$ cat src/rtl/mem_port_arbiter_if.sv
// Bundle between the two requesters, the shared memory port and the arbiter.
// The arbiter uses the slave view; requesters/memory (or a bench) use the master view.
interface mem_port_arbiter_if;
  logic        req0;
  logic [31:0] addr0;
  logic [31:0] wdata0;
  logic        we0;
  logic        req1;
  logic [31:0] addr1;
  logic [31:0] wdata1;
  logic        we1;
  logic        done0;
  logic        done1;
  logic [31:0] rdata;
  logic        mem_req;
  logic        mem_we;
  logic [31:0] mem_addr;
  logic [31:0] mem_wdata;
  logic        mem_sel;
  logic        mem_ack;
  logic [31:0] mem_rdata;
  logic        busy;

  modport slave (
    input  req0, addr0, wdata0, we0, req1, addr1, wdata1, we1, mem_ack, mem_rdata,
    output done0, done1, rdata, mem_req, mem_we, mem_addr, mem_wdata, mem_sel, busy
  );

  modport master (
    output req0, addr0, wdata0, we0, req1, addr1, wdata1, we1, mem_ack, mem_rdata,
    input  done0, done1, rdata, mem_req, mem_we, mem_addr, mem_wdata, mem_sel, busy
  );
endinterface

$ cat src/rtl/mem_port_arbiter.sv
// Two-port arbiter for a single 32-bit memory port: fetch (port 0) vs load/store (port 1).
// Latches the winner's request, holds it until mem_ack, then pulses done with read data.
module mem_port_arbiter #(
  parameter int unsigned RR_MODE      = 0,
  parameter int unsigned STARVE_LIMIT = 4
) (
  input  logic              clk,
  input  logic              rst,
  mem_port_arbiter_if.slave bus
);

  typedef enum logic [1:0] {
    IDLE,
    GRANT,
    COMPLETE
  } state_e;

  localparam logic [3:0] LIMIT = 4'(STARVE_LIMIT);

  state_e      state_q;
  logic        last_grant_q;
  logic [3:0]  starve_cnt_q;
  logic        mem_req_q;
  logic        mem_we_q;
  logic        mem_sel_q;
  logic        done0_q;
  logic        done1_q;
  logic        busy_q;
  logic [31:0] mem_addr_q;
  logic [31:0] mem_wdata_q;
  logic [31:0] rdata_q;

  logic        tie;
  logic        gnt_valid;
  logic        gnt_port;

  // Winner selection as seen in IDLE; only consumed in that state.
  always_comb begin
    tie       = bus.req0 & bus.req1;
    gnt_valid = bus.req0 | bus.req1;
    gnt_port  = 1'b0;
    if (tie) begin
      if (RR_MODE != 0) begin
        gnt_port = ~last_grant_q;
      end else begin
        gnt_port = (starve_cnt_q != LIMIT);
      end
    end else begin
      gnt_port = bus.req1;
    end
  end

  always_ff @(posedge clk) begin
    if (rst) begin
      state_q      <= IDLE;
      last_grant_q <= 1'b1;
      starve_cnt_q <= '0;
      mem_req_q    <= 1'b0;
      mem_we_q     <= 1'b0;
      mem_sel_q    <= 1'b0;
      done0_q      <= 1'b0;
      done1_q      <= 1'b0;
      busy_q       <= 1'b0;
      mem_addr_q   <= '0;
      mem_wdata_q  <= '0;
      rdata_q      <= '0;
    end else begin
      unique case (state_q)
        IDLE: begin
          if (gnt_valid) begin
            state_q      <= GRANT;
            mem_req_q    <= 1'b1;
            busy_q       <= 1'b1;
            mem_sel_q    <= gnt_port;
            last_grant_q <= gnt_port;
            mem_addr_q   <= gnt_port ? bus.addr1  : bus.addr0;
            mem_wdata_q  <= gnt_port ? bus.wdata1 : bus.wdata0;
            mem_we_q     <= gnt_port ? bus.we1    : bus.we0;
            // Only ties handed to port 1 count as losses for port 0.
            if (!gnt_port) begin
              starve_cnt_q <= '0;
            end else if (tie && starve_cnt_q != 4'hF) begin
              starve_cnt_q <= starve_cnt_q + 4'd1;
            end
          end
        end
        GRANT: begin
          if (bus.mem_ack) begin
            state_q   <= COMPLETE;
            rdata_q   <= bus.mem_rdata;
            mem_req_q <= 1'b0;
            mem_we_q  <= 1'b0;
            done0_q   <= ~mem_sel_q;
            done1_q   <= mem_sel_q;
          end
        end
        COMPLETE: begin
          state_q <= IDLE;
          done0_q <= 1'b0;
          done1_q <= 1'b0;
          busy_q  <= 1'b0;
        end
        default: state_q <= IDLE;
      endcase
    end
  end

  assign bus.done0     = done0_q;
  assign bus.done1     = done1_q;
  assign bus.rdata     = rdata_q;
  assign bus.mem_req   = mem_req_q;
  assign bus.mem_we    = mem_we_q;
  assign bus.mem_addr  = mem_addr_q;
  assign bus.mem_wdata = mem_wdata_q;
  assign bus.mem_sel   = mem_sel_q;
  assign bus.busy      = busy_q;

endmodule

$ cat src/flat_wrapper.sv
// flat-port wrapper written by rule: the top's interface ports become plain ports
module mem_port_arbiter_flat 
#(
  parameter int unsigned RR_MODE      = 0,
  parameter int unsigned STARVE_LIMIT = 4
)
  (clk, rst, bus_req0, bus_addr0, bus_wdata0, bus_we0, bus_req1, bus_addr1, bus_wdata1, bus_we1, bus_mem_ack, bus_mem_rdata, bus_done0, bus_done1, bus_rdata, bus_mem_req, bus_mem_we, bus_mem_addr, bus_mem_wdata, bus_mem_sel, bus_busy);
  mem_port_arbiter_if bus_i ();
  input  logic clk;
  input  logic rst;
  input wire logic [$bits(bus_i.req0)-1:0] bus_req0;
  input wire logic [$bits(bus_i.addr0)-1:0] bus_addr0;
  input wire logic [$bits(bus_i.wdata0)-1:0] bus_wdata0;
  input wire logic [$bits(bus_i.we0)-1:0] bus_we0;
  input wire logic [$bits(bus_i.req1)-1:0] bus_req1;
  input wire logic [$bits(bus_i.addr1)-1:0] bus_addr1;
  input wire logic [$bits(bus_i.wdata1)-1:0] bus_wdata1;
  input wire logic [$bits(bus_i.we1)-1:0] bus_we1;
  input wire logic [$bits(bus_i.mem_ack)-1:0] bus_mem_ack;
  input wire logic [$bits(bus_i.mem_rdata)-1:0] bus_mem_rdata;
  output wire logic [$bits(bus_i.done0)-1:0] bus_done0;
  output wire logic [$bits(bus_i.done1)-1:0] bus_done1;
  output wire logic [$bits(bus_i.rdata)-1:0] bus_rdata;
  output wire logic [$bits(bus_i.mem_req)-1:0] bus_mem_req;
  output wire logic [$bits(bus_i.mem_we)-1:0] bus_mem_we;
  output wire logic [$bits(bus_i.mem_addr)-1:0] bus_mem_addr;
  output wire logic [$bits(bus_i.mem_wdata)-1:0] bus_mem_wdata;
  output wire logic [$bits(bus_i.mem_sel)-1:0] bus_mem_sel;
  output wire logic [$bits(bus_i.busy)-1:0] bus_busy;
  assign bus_i.req0 = bus_req0;
  assign bus_i.addr0 = bus_addr0;
  assign bus_i.wdata0 = bus_wdata0;
  assign bus_i.we0 = bus_we0;
  assign bus_i.req1 = bus_req1;
  assign bus_i.addr1 = bus_addr1;
  assign bus_i.wdata1 = bus_wdata1;
  assign bus_i.we1 = bus_we1;
  assign bus_i.mem_ack = bus_mem_ack;
  assign bus_i.mem_rdata = bus_mem_rdata;
  assign bus_done0 = bus_i.done0;
  assign bus_done1 = bus_i.done1;
  assign bus_rdata = bus_i.rdata;
  assign bus_mem_req = bus_i.mem_req;
  assign bus_mem_we = bus_i.mem_we;
  assign bus_mem_addr = bus_i.mem_addr;
  assign bus_mem_wdata = bus_i.mem_wdata;
  assign bus_mem_sel = bus_i.mem_sel;
  assign bus_busy = bus_i.busy;
  mem_port_arbiter #(.RR_MODE(RR_MODE), .STARVE_LIMIT(STARVE_LIMIT)) u_core (.clk(clk), .rst(rst), .bus(bus_i));
endmodule
$ cat config.mk
export PLATFORM = sky130hd
export DESIGN_NAME = mem_port_arbiter_flat
export DESIGN_NICKNAME = d
export VERILOG_FILES = /design/src/rtl/mem_port_arbiter_if.sv /design/src/rtl/mem_port_arbiter.sv /design/src/flat_wrapper.sv
export SDC_FILE = /design/constraint.sdc
export NUM_CORES = 1
export LEC_CHECK = 0
export CAP_MARGIN = 30
export CORE_MARGIN = 2
export CORE_UTILIZATION = 35
export DETAILED_ROUTE_END_ITERATION = 16
export PLACE_DENSITY = 0.77
export RECOVER_POWER = 25
export SETUP_SLACK_MARGIN = 0.5
export SLEW_MARGIN = 25
export SYNTH_ARGS = -nofsm -noshare
export SYNTH_HDL_FRONTEND = slang
export SYNTH_SLANG_ARGS = --single-unit
$ cat constraint.sdc
create_clock -name clk -period 1.8 [get_ports clk]
set_input_delay 0.36 -clock clk [delete_from_list [all_inputs] [get_ports clk]]
set_output_delay 0.36 -clock clk [all_outputs]
set_load 0.03 [all_outputs]
==> results.sh, run 1 <==
export IMPL_antenna_found_initial=0
export IMPL_ys_seq_area_share_pct=49.44
export IMPL_dr_wl_met3_mm=1.450
export IMPL_antenna_cells=0
export IMPL_wl_per_cell_um=17.50
export IMPL_mostFrequentLayoutCell="clkdlybuf4s50_1"
export IMPL_period_minus_slack_ns=1.649
export IMPL_antenna_left=0
export IMPL_holdCritPathClass="primary input to flip-flop"
export IMPL_clkSlewWorstSetupHoldPaths_ns=0.07
export IMPL_cp_arrival_ns=1.91
export IMPL_cp_data_required_time_ns=2.06
export IMPL_io_pins=269
export IMPL_die_area_um2=13400
export IMPL_nFillCells=963
export IMPL_cts_root_buf="clkbuf_16"
export IMPL_finalWorstSetupSlack_ns=0.1509
export IMPL_clock_path_buffers=2
export IMPL_finalHoldViolCount=0
export IMPL_peakVddDrop_mv=0.4384
export IMPL_ff2ff_setup_slack_ns=0.15
export IMPL_start_util_pct=36.11
export IMPL_status="completed"
export IMPL_worstPathCellList="inv_2 > ha_4 > nand4b_1 > nand2_4 > buf_6 > buf_12 > clkbuf_16 > nand2_4 > a31oi_1"
export IMPL_layout_common_cells="clkdlybuf4s50_1, nand2_1, dfxtp_1"
export IMPL_synth_cell_types=32
export IMPL_fp_dieH_um=115.8
export IMPL_max_clock_freq_mhz=606.4
export IMPL_reg2reg_from="u_core.starve_cnt_q[0]"
export IMPL_grt_pass1_vias=5187
export IMPL_clock_latency_ns=0.35
export IMPL_synth_edff_count=0
export IMPL_skew_ns=0.009316
export IMPL_drive_gt1_share_pct=25.47
export IMPL_finalPower_mw=6.647
export IMPL_multi_input_area_um2=2318
export IMPL_drc=0
export IMPL_crit_path_start_kind="flip-flop"
export IMPL_cts_htree_levels=3
export IMPL_endpoint="u_core.bus.mem_wdata[6]"
export IMPL_yosys_warnings=0
export IMPL_final_nets=1024
export IMPL_worst_r2r_path_depth=9
export IMPL_cts_tree="built"
export IMPL_grt_max_degree=53
export IMPL_critPathSlowestCell="dfxtp_2"
export IMPL_fp_row_count=40
export IMPL_grt_pass1_wl_mm=25.41
export IMPL_worstSetupEndpointType="flip-flop"
export IMPL_crit_start="u_core.starve_cnt_q[0]"
export IMPL_postCtsHoldBufs=0
export IMPL_gp_congestion=0.8092
export IMPL_fin_util_pct=66.76
export IMPL_die_width_um=115.8
export IMPL_syn_to_final_growth_pct=84.89
export IMPL_cp_common_cell="nand2_4"
export IMPL_core_area_um2=12110
export IMPL_async_flop_share_pct=0
export IMPL_syn_instance_count=564
export IMPL_power_leakage_nw=3.268
export IMPL_min_period_over_period_pct=91.62
export IMPL_globalRoute_totalOverflow=0
export IMPL_ys_flop_type="dfxtp_1"
export IMPL_drt_met1_wl_mm=6.808
export IMPL_cts_sinks=108
export IMPL_final_max_slew_viol_count=0
export IMPL_avgSynthCellArea_um2=7.753
export IMPL_drtIter0Drc=377
export IMPL_regArea_um2=2167
export IMPL_drv_cap=0
export IMPL_synth_seq_cells=108
export IMPL_drt_first_pass_iters=4
export IMPL_reg2reg_to="u_core.bus.mem_wdata[6]"
export IMPL_numCtsBuffers=9
export IMPL_post_dp_hpwl_mm=11.16
export IMPL_wirelength_mm=17.99
export IMPL_finalSetupViolCount=0
export IMPL_max_slew_margin_pct=71.81
export IMPL_rsz0062_at_grt="true"
export IMPL_viasPerCell=5.160
export IMPL_power_density_nw_per_um2=822.2
export IMPL_worst_pin_slew_ns=0.4247
export IMPL_vias=5304
export IMPL_synth_fp_nets=733
export IMPL_io_buffers=268
export IMPL_post_place_ws_ns=-0.04813
export IMPL_track_usage_pct=24.32
export IMPL_route_met2_wl_mm=9.318
export IMPL_path_max_fanout=6
export IMPL_crit_type="flip-flop to flip-flop"
export IMPL_top_layer="met4"
export IMPL_max_stage_delay_ns=0.33
export IMPL_netlist_area_um2=4373
==> metal layers <==
metal	global-route usage (%)	vias up
li1	-	2533
met1	27.14	2473
met2	44.64	256
met3	6.119	42
met4	8.889	0
met5	0	-
==> final cells by class <==
class,count,share of cell area (%)
well taps,168,2.600
inverters,5,0.2321
repair buffers,329,38.21
clock inverters,3,0.2631
multi-input cells,402,28.68
clock buffers,13,3.219
flip-flops and latches,108,26.80
==> timing repair <==
item / in CTS / in global routing
setup buffers: 17 / 6
pin swaps: 41 / 89
setup endpoints to repair: 201 / 104
cloned: 11 / 4
gates resized for setup: 562 / 78
==> where the power goes <==
part	total (mW)	switching [mW]	internal (mW)
clock network	1.91	0.889	1.02
registers	2.72	0.114	2.60
logic	2.02	1.12	0.903
total	6.65	2.12	4.53
==> logic make-up (layout without fill, tap and decap cells) <==
family	count (synthesis)	count (layout)	synth area share (%)
simple gates	245	245	23.89
compound gates	153	153	19.63
flops	108	108	49.44
buf+inv	54	350	5.980
fa+ha+maj	2	2	0.5722
mux	2	2	0.4864
==> worst max-delay path: cells and delay by family (launching register included) <==
kind / cells / cell delay (ns)
buf+inv: 4 / 0.49
compound gates: 1 / 0.19
simple gates: 3 / 0.42
flops: 1 / 0.33
fa+ha+maj: 1 / 0.14
==> synth_stat cells (2+ instances only) <==
| cell type | count | area [µm²] |
|---|---|---|
| nor3_1 | 28 | 140.1 |
| ha_1 | 2 | 25.02 |
| buf_2 | 26 | 130.1 |
| buf_4 | 5 | 37.54 |
| o21ai_0 | 54 | 270.3 |
| nor2_1 | 20 | 75.07 |
| nand3_1 | 4 | 20.02 |
| inv_1 | 5 | 18.77 |
| nor4_1 | 14 | 87.58 |
| o31ai_1 | 2 | 15.01 |
| clkbuf_1 | 16 | 60.06 |
| a21oi_1 | 39 | 195.2 |
| and3_1 | 2 | 12.51 |
| o21a_1 | 2 | 15.01 |
| dfxtp_1 | 108 | 2162 |
| a31oi_1 | 50 | 312.8 |
| nand2_1 | 170 | 638.1 |
| a22oi_1 | 3 | 22.52 |
==> how the worst min path moves through the flow <==
stage	from	end	slack [ns]	depth (start not counted)
after detailed placement	u_core.bus.rdata[11]	u_core.bus.rdata[11]	0.45	2
after floorplan	u_core.starve_cnt_q[1]	u_core.starve_cnt_q[1]	0.48	1
after CTS	rst	u_core.bus.mem_wdata[19]	0.37	2
after global routing	rst	u_core.bus.mem_wdata[21]	0.40	2
after global placement	u_core.bus.rdata[10]	u_core.bus.rdata[10]	0.44	2
final	rst	u_core.bus.mem_wdata[19]	0.39	2
==> metrics by stage <==
stage / TNS [ns] / hold WS, ns / instances / area, µm²
floorplan: 0 / 0.4758 / 564 / 4456
global placement: -0.02154 / 0.4421 / 974 / 7371
detailed placement: -0.3015 / 0.4465 / 974 / 7371
CTS: 0 / 0.3662 / 1018 / 7754
global route: 0 / 0.4007 / 1028 / 8085
finish: 0 / 0.3882 / 1028 / 8085
==> state kept, by name (all words and copies together), names as in the netlist <==
name,cells
u_core.bus.mem_addr,32
u_core.bus.mem_wdata,32
u_core.bus.rdata,32
u_core.starve_cnt_q,4
u_core.state_q,2
u_core.bus.busy,1
u_core.bus.done0,1
u_core.bus.done1,1
u_core.bus.mem_req,1
u_core.bus.mem_sel,1
u_core.bus.mem_we,1
No activity file was read; power rests on OpenSTA's default activity.
==> run 2, diff against run 1 <==
Settings changed: CAP_MARGIN 30 to not set, MAX_ROUTING_LAYER set to met4.
==> results.sh, run 2 (same netlist as run 1, synthesis figures left out) <==
export IMPL_status="completed"
export IMPL_antenna_found_initial=0
export IMPL_worst_pin_slew_ns=0.4245
export IMPL_die_width_um=115.8
export IMPL_worstSetupEndpointType="flip-flop"
export IMPL_wl_per_cell_um=17.51
export IMPL_cp_arrival_ns=1.92
export IMPL_finalPower_mw=6.653
export IMPL_clkSlewWorstSetupHoldPaths_ns=0.07
export IMPL_cp_depth=8
export IMPL_holdPathStages=2
export IMPL_antenna_left=0
export IMPL_whs_ns=0.3936
export IMPL_grt_pass1_wl_mm=25.36
export IMPL_holdCritPathClass="primary input to flip-flop"
export IMPL_dp_cells=974
export IMPL_max_stage_delay_ns=0.34
export IMPL_fp_row_count=40
export IMPL_syn_to_final_growth_pct=85.64
export IMPL_skew_ns=0.008750
export IMPL_clock_path_buffers=2
export IMPL_cts_sinks=108
export IMPL_crit_path_start_kind="flip-flop"
export IMPL_drt_first_pass_iters=5
export IMPL_drive_gt1_share_pct=25.35
export IMPL_critPathSlowestCell="dfxtp_2"
export IMPL_clock_latency_ns=0.34
export IMPL_drt_met1_wl_mm=6.973
export IMPL_drtIter0Drc=366
export IMPL_wirelength_mm=18.00
export IMPL_fp_dieH_um=115.8
export IMPL_max_slew_margin_pct=71.82
export IMPL_max_clock_freq_mhz=603.3
export IMPL_worstPathCellList="inv_2 > ha_4 > nand4b_1 > and2_4 > buf_6 > clkbuf_16 > nand2_1 > a31oi_1"
export IMPL_power_leakage_nw=3.270
export IMPL_power_density_nw_per_um2=819.5
export IMPL_finalWorstSetupSlack_ns=0.1424
export IMPL_dr_wl_met3_mm=1.323
export IMPL_viasPerCell=5.179
export IMPL_rsz0062_at_grt="true"
export IMPL_final_nets=1024
export IMPL_antenna_cells=0
export IMPL_route_met2_wl_mm=9.256
export IMPL_min_period_over_period_pct=92.09
export IMPL_track_usage_pct=25.09
export IMPL_finalHoldViolCount=0
export IMPL_post_place_ws_ns=-0.04813
export IMPL_io_pins=269
export IMPL_globalRoute_totalOverflow=0
export IMPL_post_dp_hpwl_mm=11.16
export IMPL_crit_family="simple AND/OR/NAND/NOR gates"
export IMPL_cts_root_buf="clkbuf_16"
export IMPL_grt_pass1_vias=5199
export IMPL_drc=0
export IMPL_drv_cap=0
export IMPL_final_max_slew_viol_count=0
export IMPL_place_area_um2=7371
export IMPL_fin_tns_setup_ns=0
export IMPL_worst_r2r_path_depth=8
export IMPL_start_util_pct=36.11
export IMPL_fin_area_um2=8118
export IMPL_reg2reg_from="u_core.starve_cnt_q[1]"
export IMPL_cts_htree_levels=3
export IMPL_core_area_um2=12110
export IMPL_path_max_fanout=6
export IMPL_grt_max_degree=53
export IMPL_fin_util_pct=67.02
export IMPL_cp_num_buf_inv=3
export IMPL_io_buffers=268
export IMPL_gp_congestion=0.8210
export IMPL_instances_no_fill=1028
export IMPL_period_minus_slack_ns=1.658
export IMPL_crit_type="flip-flop to flip-flop"
export IMPL_cp_data_required_time_ns=2.06
export IMPL_numCtsBuffers=9
export IMPL_min_from="rst"
export IMPL_top_layer="met4"
export IMPL_vias=5324
export IMPL_cts_tree="built"
export IMPL_holdPathEnd="u_core.bus.mem_wdata[19]"
export IMPL_peakVddDrop_mv=0.4356
export IMPL_layout_common_cells="clkdlybuf4s50_1, nand2_1, dfxtp_1"
export IMPL_die_area_um2=13400
export IMPL_reg2reg_to="u_core.bus.mem_wdata[6]"
export IMPL_mostFrequentLayoutCell="clkdlybuf4s50_1"
export IMPL_finalSetupViolCount=0
export IMPL_ff2ff_setup_slack_ns=0.14
-- run 2: cell type report --
class / count / area, µm²
repair buffers: 329 / 3117
flip-flops and latches: 108 / 2167
inverters: 5 / 18.77
clock inverters: 3 / 21.27
clock buffers: 13 / 260.3
multi-input cells: 402 / 2323
fillers: 953 / 3994
well taps: 168 / 210.2
-- run 2: metal layers --
layer	track usage (%)	vias to the layer above
li1	-	2533
met1	27.76	2491
met2	44.56	255
met3	5.178	45
met4	9.127	0
met5	-	-
-- run 2: worst register-to-register path, stage by stage (launching register included) --
cell and delay (ns):
dfxtp_2 0.34, inv_2 0.05, ha_4 0.16, nand4b_1 0.17, and2_4 0.28, buf_6 0.15, clkbuf_16 0.15, nand2_1 0.08
a31oi_1 0.20
-- run 2: timing repair --
| action | in CTS | in global routing |
|---|---|---|
| hold endpoints to repair | 0 | 0 |
| cloned | 11 | 4 |
| buffers inserted | 17 | 6 |
| setup endpoints to repair | 201 | 105 |
| gates resized for setup | 562 | 80 |
| pin swaps | 41 | 90 |
| hold buffers | 0 | 0 |
-- run 2: worst max path at each step --
| stage | start | to |
|---|---|---|
| 4_1_cts | u_core.bus.mem_sel | bus_mem_sel |
| 3_3_place_gp | bus_req0 | u_core.starve_cnt_q[0] |
| 2_1_floorplan | u_core.starve_cnt_q[0] | u_core.bus.mem_addr[11] |
| 5_1_grt | u_core.state_q[1] | u_core.bus.rdata[28] |
| 3_5_place_dp | bus_req0 | u_core.bus.mem_wdata[22] |
| 6_report | u_core.starve_cnt_q[1] | u_core.bus.mem_wdata[6] |
-- run 2: report_power, final --
group          internal [mW]  switching (mW)  total (mW)
clock                   1.02           0.881        1.90
sequential              2.60           0.114        2.72
combinational          0.912            1.12        2.04
total                   4.53            2.12        6.65
